--- src/rtl/eeprom_txn_sequencer.sv ---
// rtl/eeprom_txn_sequencer.sv - two-requester round-robin transaction sequencer for the I2C EEPROM controller
module eeprom_txn_sequencer #(
    parameter logic [6:0]  DEV_ADDR       = 7'h50,
    parameter logic [2:0]  CLK_SEL        = 3'd6,
    parameter logic [19:0] WR_CYCLES      = 20'd500000,
    parameter logic [23:0] TIMEOUT_CYCLES = 24'd2000000
) (
    input  logic        i_clk,
    input  logic        i_rst_n,
    input  logic        i_req0_valid,
    input  logic        i_req0_rw,
    input  logic [15:0] i_req0_addr,
    input  logic [31:0] i_req0_wdata,
    output logic        o_req0_ready,
    input  logic        i_req1_valid,
    input  logic        i_req1_rw,
    input  logic [15:0] i_req1_addr,
    input  logic [31:0] i_req1_wdata,
    output logic        o_req1_ready,
    output logic        o_rsp_valid,
    output logic        o_rsp_id,
    output logic [31:0] o_rsp_rdata,
    output logic [1:0]  o_rsp_err,
    output logic        o_busy,
    output logic [6:0]  o_dev_addr,
    output logic [31:0] o_ctrl,
    output logic [15:0] o_reg_addr,
    output logic [31:0] o_w_data,
    output logic        o_ctrl_rst_n,
    input  logic [31:0] i_status,
    input  logic [31:0] i_rd_data
);

    typedef enum logic [2:0] {
        S_IDLE,
        S_LAUNCH,
        S_BUSY,
        S_DONE,
        S_WR_WAIT,
        S_RECOVER
    } state_t;

    localparam logic [23:0] TMO_LAST   = TIMEOUT_CYCLES - 24'd1;
    localparam logic [23:0] WR_LAST    = {4'b0, WR_CYCLES - 20'd1};
    localparam logic [23:0] RST_LAST   = 24'd15;
    localparam logic [1:0]  ERR_OK     = 2'd0;
    localparam logic [1:0]  ERR_NACK   = 2'd1;
    localparam logic [1:0]  ERR_TMO    = 2'd2;

    state_t      state_q,      state_d;
    logic        rdy_meta_q,   rdy_meta_d;
    logic        rdy_s_q,      rdy_s_d;
    logic        fin_meta_q,   fin_meta_d;
    logic        fin_s_q,      fin_s_d;
    logic        last_q,       last_d;
    logic        id_q,         id_d;
    logic        rw_q,         rw_d;
    logic        en_q,         en_d;
    logic [15:0] reg_addr_q,   reg_addr_d;
    logic [31:0] w_data_q,     w_data_d;
    logic        fin_seen_q,   fin_seen_d;
    logic [23:0] cnt_q,        cnt_d;
    logic        rsp_valid_q,  rsp_valid_d;
    logic        rsp_id_q,     rsp_id_d;
    logic [31:0] rsp_rdata_q,  rsp_rdata_d;
    logic [1:0]  rsp_err_q,    rsp_err_d;
    logic        ctrl_rst_n_q, ctrl_rst_n_d;

    logic        grant_any;
    logic        winner;
    logic        unused_status;

    assign unused_status = &{1'b0, i_status[31:2]};

    // Round-robin pick: on a tie the requester not granted last wins.
    always_comb begin
        winner = i_req1_valid;
        if (i_req0_valid && i_req1_valid) begin
            winner = ~last_q;
        end
    end

    assign grant_any    = (state_q == S_IDLE) && rdy_s_q && (i_req0_valid || i_req1_valid);
    assign o_req0_ready = grant_any && !winner;
    assign o_req1_ready = grant_any && winner;

    // Next-state and registered-output computation for the whole sequencer.
    always_comb begin
        state_d      = state_q;
        rdy_meta_d   = i_status[0];
        rdy_s_d      = rdy_meta_q;
        fin_meta_d   = i_status[1];
        fin_s_d      = fin_meta_q;
        last_d       = last_q;
        id_d         = id_q;
        rw_d         = rw_q;
        en_d         = en_q;
        reg_addr_d   = reg_addr_q;
        w_data_d     = w_data_q;
        fin_seen_d   = fin_seen_q;
        cnt_d        = cnt_q;
        rsp_valid_d  = 1'b0;
        rsp_id_d     = rsp_id_q;
        rsp_rdata_d  = rsp_rdata_q;
        rsp_err_d    = rsp_err_q;
        ctrl_rst_n_d = 1'b1;

        case (state_q)
            S_IDLE: begin
                if (grant_any) begin
                    id_d       = winner;
                    last_d     = winner;
                    rw_d       = winner ? i_req1_rw    : i_req0_rw;
                    reg_addr_d = winner ? i_req1_addr  : i_req0_addr;
                    w_data_d   = winner ? i_req1_wdata : i_req0_wdata;
                    fin_seen_d = 1'b0;
                    en_d       = 1'b1;
                    cnt_d      = 24'd0;
                    state_d    = S_LAUNCH;
                end
            end
            S_LAUNCH, S_BUSY: begin
                cnt_d = cnt_q + 24'd1;
                if (state_q == S_BUSY && fin_s_q) begin
                    fin_seen_d = 1'b1;
                end
                if (state_q == S_BUSY && rdy_s_q) begin
                    rsp_valid_d = 1'b1;
                    rsp_id_d    = id_q;
                    if (fin_seen_q || fin_s_q) begin
                        rsp_err_d   = ERR_OK;
                        rsp_rdata_d = rw_q ? i_rd_data : 32'd0;
                    end else begin
                        rsp_err_d   = ERR_NACK;
                        rsp_rdata_d = 32'd0;
                    end
                    state_d = S_DONE;
                end else if (cnt_q == TMO_LAST) begin
                    // Controller hung: drop enable, report, and reset it.
                    en_d         = 1'b0;
                    rsp_valid_d  = 1'b1;
                    rsp_id_d     = id_q;
                    rsp_err_d    = ERR_TMO;
                    rsp_rdata_d  = 32'd0;
                    ctrl_rst_n_d = 1'b0;
                    cnt_d        = 24'd0;
                    state_d      = S_RECOVER;
                end else if (state_q == S_LAUNCH && !rdy_s_q) begin
                    // Controller has taken the command; release enable so it
                    // does not re-trigger when it returns to idle.
                    en_d    = 1'b0;
                    state_d = S_BUSY;
                end
            end
            S_DONE: begin
                if (rsp_err_q == ERR_OK && !rw_q) begin
                    cnt_d   = 24'd0;
                    state_d = S_WR_WAIT;
                end else begin
                    state_d = S_IDLE;
                end
            end
            S_WR_WAIT: begin
                if (cnt_q == WR_LAST) begin
                    state_d = S_IDLE;
                end else begin
                    cnt_d = cnt_q + 24'd1;
                end
            end
            S_RECOVER: begin
                if (!ctrl_rst_n_q) begin
                    if (cnt_q == RST_LAST) begin
                        ctrl_rst_n_d = 1'b1;
                    end else begin
                        ctrl_rst_n_d = 1'b0;
                        cnt_d        = cnt_q + 24'd1;
                    end
                end else if (rdy_s_q) begin
                    state_d = S_IDLE;
                end
            end
            default: begin
                state_d = S_IDLE;
            end
        endcase
    end

    // State register with asynchronous clear; controller reset follows i_rst_n.
    always_ff @(posedge i_clk or negedge i_rst_n) begin
        if (!i_rst_n) begin
            state_q      <= S_IDLE;
            rdy_meta_q   <= 1'b0;
            rdy_s_q      <= 1'b0;
            fin_meta_q   <= 1'b0;
            fin_s_q      <= 1'b0;
            last_q       <= 1'b1;
            id_q         <= 1'b0;
            rw_q         <= 1'b0;
            en_q         <= 1'b0;
            reg_addr_q   <= 16'd0;
            w_data_q     <= 32'd0;
            fin_seen_q   <= 1'b0;
            cnt_q        <= 24'd0;
            rsp_valid_q  <= 1'b0;
            rsp_id_q     <= 1'b0;
            rsp_rdata_q  <= 32'd0;
            rsp_err_q    <= 2'd0;
            ctrl_rst_n_q <= 1'b0;
        end else begin
            state_q      <= state_d;
            rdy_meta_q   <= rdy_meta_d;
            rdy_s_q      <= rdy_s_d;
            fin_meta_q   <= fin_meta_d;
            fin_s_q      <= fin_s_d;
            last_q       <= last_d;
            id_q         <= id_d;
            rw_q         <= rw_d;
            en_q         <= en_d;
            reg_addr_q   <= reg_addr_d;
            w_data_q     <= w_data_d;
            fin_seen_q   <= fin_seen_d;
            cnt_q        <= cnt_d;
            rsp_valid_q  <= rsp_valid_d;
            rsp_id_q     <= rsp_id_d;
            rsp_rdata_q  <= rsp_rdata_d;
            rsp_err_q    <= rsp_err_d;
            ctrl_rst_n_q <= ctrl_rst_n_d;
        end
    end

    assign o_rsp_valid  = rsp_valid_q;
    assign o_rsp_id     = rsp_id_q;
    assign o_rsp_rdata  = rsp_rdata_q;
    assign o_rsp_err    = rsp_err_q;
    assign o_busy       = (state_q != S_IDLE);
    assign o_dev_addr   = DEV_ADDR;
    assign o_ctrl       = {25'd0, CLK_SEL, 2'b00, rw_q, en_q};
    assign o_reg_addr   = reg_addr_q;
    assign o_w_data     = w_data_q;
    assign o_ctrl_rst_n = ctrl_rst_n_q;

endmodule
--- config.mk ---
export PLATFORM = sky130hd
export DESIGN_NAME = eeprom_txn_sequencer
export DESIGN_NICKNAME = d
export VERILOG_FILES = /design/src/rtl/eeprom_txn_sequencer.sv
export SDC_FILE = /design/constraint.sdc
export NUM_CORES = 1
export LEC_CHECK = 0
export ABC_CLOCK_PERIOD_IN_PS = 2300
export BUFFER_PORTS_ARGS = -buffer_cell sky130_fd_sc_hd__buf_2
export CAP_MARGIN = 10
export CORE_MARGIN = 2
export CORE_UTILIZATION = 28
export DETAILED_ROUTE_END_ITERATION = 8
export PLACE_DENSITY = 0.56
export SLEW_MARGIN = 20
export SYNTH_ARGS = -nofsm -noshare
export SYNTH_HDL_FRONTEND = slang
export SYNTH_SLANG_ARGS = --single-unit
--- constraint.sdc ---
create_clock -name i_clk -period 2.3 [get_ports i_clk]
set_clock_uncertainty 0.05 [all_clocks]
set_input_delay 0.23 -clock i_clk [delete_from_list [all_inputs] [get_ports i_clk]]
set_output_delay 0.23 -clock i_clk [all_outputs]
set_load 0.005 [all_outputs]
# ---- Word-level counts from Yosys, hierarchy flattened
# Cells that the tools add are included.
dict set report totals {
  in_bits 166
  latchBits 0
  register_bits 121
  romBits 0
  mem_count 0
  ramBits 0
  elab_cells 113
}
dict set report classes {
  add_sub_neg 1
  bitwise_logic 1
  n_shift 0
  reduce_logical 27
  order_cmp 0
  multipliers 0
  eq_ne 20
  n_mux 46
  n_div 0
}
# operator count
set op_table {}
lappend op_table {{24-bit two-way mux} 7}
lappend op_table {{32-bit two-way mux} 5}
lappend op_table {{24-bit case mux with 5 select lines} 1}
lappend op_table {{24-bit by 1-bit adder with 24-bit output, second input constant} 1}
lappend op_table {{24-bit by 19-bit == test with 1-bit output, second input constant} 1}
lappend op_table {{24-bit by 21-bit == test with 1-bit output, second input constant} 1}
lappend op_table {{24-bit by 4-bit == test with 1-bit output, second input constant} 1}
lappend op_table {{3-bit two-way mux} 8}
lappend op_table {{2-bit inequality test, second input constant} 10}
lappend op_table {{1-bit two-way mux} 18}
lappend op_table {{16-bit two-way mux} 1}
lappend op_table {{3-bit case mux with 5 select lines} 1}
lappend op_table {{1-bit logical AND} 9}
lappend op_table {{3-bit by 2-bit == test with 1-bit output, second input constant} 2}
lappend op_table {{3-bit == test, second input constant} 2}
lappend op_table {{1-bit case mux with 2 select lines} 3}
lappend op_table {{6-bit AND reduction} 1}
lappend op_table {{5-bit AND reduction} 1}
lappend op_table {{5-bit nonzero test} 1}
lappend op_table {{2-bit two-way mux} 2}
lappend op_table {{4-bit inequality test, second input constant} 1}
lappend op_table {{2-bit AND reduction} 2}
lappend op_table {{4-bit AND reduction} 1}
lappend op_table {{2-bit nonzero test} 2}
lappend op_table {{10 further kinds} 13}

# ---- Logic depth before layout (Yosys ltp)
dict set report logic_depth {
  word_depth 6
  depth_mapped 9
  depth_no_buf 7
}

# ---- Worst setup path before layout
# OpenSTA, ideal clock, no wires.
dict set report synth_path {
  path_type {register -> register}
  start {register cnt_q[0]}
  end {register rsp_rdata_q[0] (netlist: o_rsp_rdata[0])}
  stages_incl_launch_ff 10
  path_buffers 2
  required_ns 2.129
  arrival_ns 1.958
  path_slack_ns 0.171
  cell_sequence {dfrtp_1 > ha_1 > and4_4 > nand3_4 > nor3_2 > nand2_1 > a21o_1 > buf_2 > buf_2 > a22o_1}
}
dict set report synth_via {
  elab_chain_cells 3
}
# element line_no
set synth_lines {}
lappend synth_lines {{start: declaration} 62} ;# logic [23:0] cnt_q, cnt_d;
lappend synth_lines {{start signal: assignment} 222} ;# cnt_q <= cnt_d;
lappend synth_lines {{24-bit by 21-bit == test with 1-bit output} 138} ;# end else if (cnt_q == TMO_LAST) begin
lappend synth_lines {{2-bit nonzero test (no source line)} -}
lappend synth_lines {{2-bit AND reduction (no source line)} -}
lappend synth_lines {{end signal: assignment} 225} ;# rsp_rdata_q <= rsp_rdata_d;
lappend synth_lines {{end: declaration} 65} ;# logic [31:0] rsp_rdata_q, rsp_rdata_d;
# No other way between the ends.
# A chain may end at the register's enable or synchronous reset.

# ---- Final worst setup path
dict set report layout_path {
  start {register cnt_q[13]}
  end {register state_q[2]}
}
dict set report layout_via {
  elab_chain_cells 4
  word_cells_on_any_way 8
}
# element line_no
set layout_lines {}
lappend layout_lines {{24-bit by 21-bit == test with 1-bit output} 138}
lappend layout_lines {{3-bit two-way mux} 138}
lappend layout_lines {{3-bit two-way mux} 127} ;# if (state_q == S_BUSY && rdy_s_q) begin
lappend layout_lines {{3-bit case mux with 5 select lines} 108} ;# case (state_q)
lappend layout_lines {{end signal: assignment} 210} ;# state_q <= state_d;
lappend layout_lines {{end: declaration} 50} ;# state_t state_q, state_d;
# Several ways; a longest one is shown, not always the timed one.

==> flow_metrics.tcl <==
set metrics [dict create \
    worstHoldPathCells 2 \
    seq_area_sq_mm 0.00303 \
    rows 53 \
    hp-start "i_req1_addr[0]" \
    synth_top_area_cell "dfrtp_1" \
    fillers 1988 \
    htreeDepth 4 \
    insertion_delay_ps 420 \
    dpl.hpwl_microns 11200 \
    clk_pin_slew_worst_paths_ps 60 \
    cp_max_fo 6 \
    dieWidth_microns 149 \
    power_w 0.00965 \
    grt_pass1_wl_microns 27200 \
    grt_max_degree 51 \
    p_per_area_mw_per_mm2 1080 \
    end_kind "flip-flop" \
    synth_top_family_by_area "compound AO/OA/AOI/OAI gates" \
    vias_per_cell 4.75 \
    yosysTopAreaCellShare 0.510 \
    final_antenna_net_count 0 \
    dpl_cell_area_sq_mm 0.00733 \
    status "completed" \
    die_y_microns 149 \
    rsz0062_at_grt "true" \
    dieArea_sq_mm 0.0222 \
    r2r-end "state_q[2]" \
    fin_nets 1028 \
    finalSetupViolations 0 \
    ys_top_cells_by_area "dfrtp_1 51%, a221o_1 8.3%, and3_1 5.8%, buf_4 5.1%, a22o_1 4.8%" \
    report.final.slew_viol_count 0 \
    yosysSeqAreaShare 0.515 \
    drv_cap 0 \
    ys_async_sr_fraction 1.00 \
    synth_compound_area_frac 0.224 \
    firstDrtPassIters 4 \
    hold_path.class "in -> reg" \
    r2r_slack_ps 70 \
    ys.flop_type "dfrtp_1" \
    synth-seq-cells 121 \
    fmax_mhz 448 \
    multi_input_area_sq_mm 0.00250 \
    wl_per_cell_microns 15.0 \
    cts_max_path_buffers 2 \
    ys_types 60 \
    cts-root-buf "clkbuf_16" \
    diodes 0 \
    antenna_found_initial 1 \
    hold_end "o_reg_addr[0]" \
    peakVddDrop_mv 0.504 \
    grt.total_usage 0.155 \
    clock-sinks 121 \
    synth-edff-count 0 \
    drc 0 \
    hold_violations 0 \
    synth_mux_area_frac 0.00361 \
    postLayoutCellArea_sq_mm 0.00890 \
    cp.required_ps 2580 \
    syn_inst 538 \
    route.final.wire_length_microns 17200 \
    critPathLaunchType "flip-flop" \
    num_io_pins 293 \
    r2r_start "cnt_q[13]" \
    start_util 0.283 \
    p_leak_nw 4.52 \
    syn_avg_cell_area_sq_um 10.9 \
    dr_total_vias 5463 \
    reg2reg_depth 6 \
    gp_congestion 0.777 \
    worst-setup-path-type "reg -> reg" \
    cp.arrival_ps 2510 \
    drive_above_1_share 0.374 \
    drt_iter0_drc 215 \
    tritoncts "yes" \
    synthAdderAreaFrac 0.00213 \
    portBuffers 225 \
    ys_warn_count 0 \
    fp.coreArea_sq_mm 0.0208 \
    grt-ovfl-total 0 \
    grt_pass1_vias 5408 \
    netlist_area_sq_mm 0.00589 \
    synth-xor-area-share 0.00149 \
    area_growth_pct 51.2 \
    layout_min_cycle_time_ps 2230 \
    cts_buffers 17 \
    synth-simple-area-share 0.160 \
    min_period_over_period 0.970 \
]
[placed cells by master (no fill, tap or decap), drive strengths merged, types with 2 or more instances in the layout]
cell type    netlist  final
buf               61    267
dfrtp            120    120
dlygate4sd3        0     82
and3              56     56
a221o             49     49
conb               2     37
a22o              32     32
o21ai             31     31
nand2             23     23
nor2              22     22
clkbuf            20     18
o31ai             16     16
nand3             14     14
inv                7     14
a21oi             10     10
and4               7      7
nor3               7      7
nor2b              6      6
o41ai              6      6
nand4              5      5
a31oi              5      5
nor4               5      5
a21o               4      4
clkinv             0      4
and2               2      2
or2b               2      2
o21a               2      2
nand2b             2      2
bufinv             0      2
or3                2      2
or2                2      2
o211ai             2      2
[how the worst max path moves through the flow]
stage,start,endpoint,cells past startpoint
after detailed placement,cnt_q[0],o_rsp_rdata[7],8
after global routing,cnt_q[1],o_rsp_rdata[13],8
after CTS,cnt_q[0],cnt_q[18],8
after global placement,cnt_q[0],state_q[2],7
final,cnt_q[13],state_q[2],6
after floorplan,cnt_q[0],o_rsp_rdata[0],9
[routing by layer]
metal	global-route usage	part of all wire
met1	0.192	0.44
met4	0.0519	0.016
met2	0.256	0.48
met3	0.0465	0.061
met5	0	0.00076
[where the power goes]
group          total, W  switching (W)  leakage, nW  internal [W]
sequential      0.00322       0.000416         1.56       0.00281
clock           0.00273        0.00107        0.296       0.00165
combinational   0.00370        0.00179         2.66       0.00190
[cells by family after synthesis]
kind of cell / Yosys count
AO/OA/AOI/OAI: 164
AND/OR/NAND/NOR: 159
flip-flops: 121
buffers and inverters: 88
other: 2
multiplexers: 2
adder cells (fa/ha/maj): 1
XOR/XNOR: 1
[state kept, by name, summed over array words and instances, names as in the netlist]
signal,flops
cnt_q,24
en_q,1
fin_meta_q,1
fin_s_q,1
fin_seen_q,1
id_q,1
last_q,1
o_ctrl_rst_n,1
o_reg_addr,16
o_rsp_err,2
o_rsp_id,1
o_rsp_rdata,32
o_rsp_valid,1
o_w_data,32
rdy_meta_q,1
rdy_s_q,1
rw_q,1
state_q,3
[cells in the mapped netlist, types with 7 or more instances]
cell type / count
and3_1: 55
buf_6: 7
a22o_1: 32
a221o_1: 49
buf_2: 14
dfrtp_1: 120
o31ai_1: 15
nand3_1: 12
a21oi_1: 10
clkbuf_1: 20
o21ai_0: 30
nand2_1: 23
buf_4: 40
nor2_1: 22
inv_1: 7
[critical path, cell delays in order, from the launching register on]
cell	delay, ps
dfrtp_1	400
nor3_2	190
nand4b_1	330
or3_4	510
or3_1	330
and3_1	200
o22ai_2	140
[metrics by stage]
stage	setup slack, ps	hold WS, ps	util	instances	setup TNS [ps]
5_1_grt	-10.9	10.9	0.427	1149	-32.3
3_3_place_gp	116	170	0.352	1027	0
6_report	69.9	24.5	0.427	1149	0
2_1_floorplan	171	-116	-	573	0
4_1_cts	46.0	12.4	0.422	1142	0
3_5_place_dp	68.3	166	0.352	1027	0
[final cells by class]
type / count / share of cell area
inverters: 7 / 0.00295
repair buffers: 350 / 0.269
clock inverters: 14 / 0.0181
multi-input cells: 364 / 0.281
flip-flops and latches: 121 / 0.341
clock buffers: 18 / 0.0494
well taps: 275 / 0.0387
[what timing repair did]
action,4_1_cts,5_1_grt
cloned,1,0
setup buffers,0,7
endpoints found under the setup margin,1,49
gates resized for setup,3,8
hold endpoints to repair,112,0
hold buffers,82,0
pin swaps,0,4
Power figures use the tool's default switching activity.
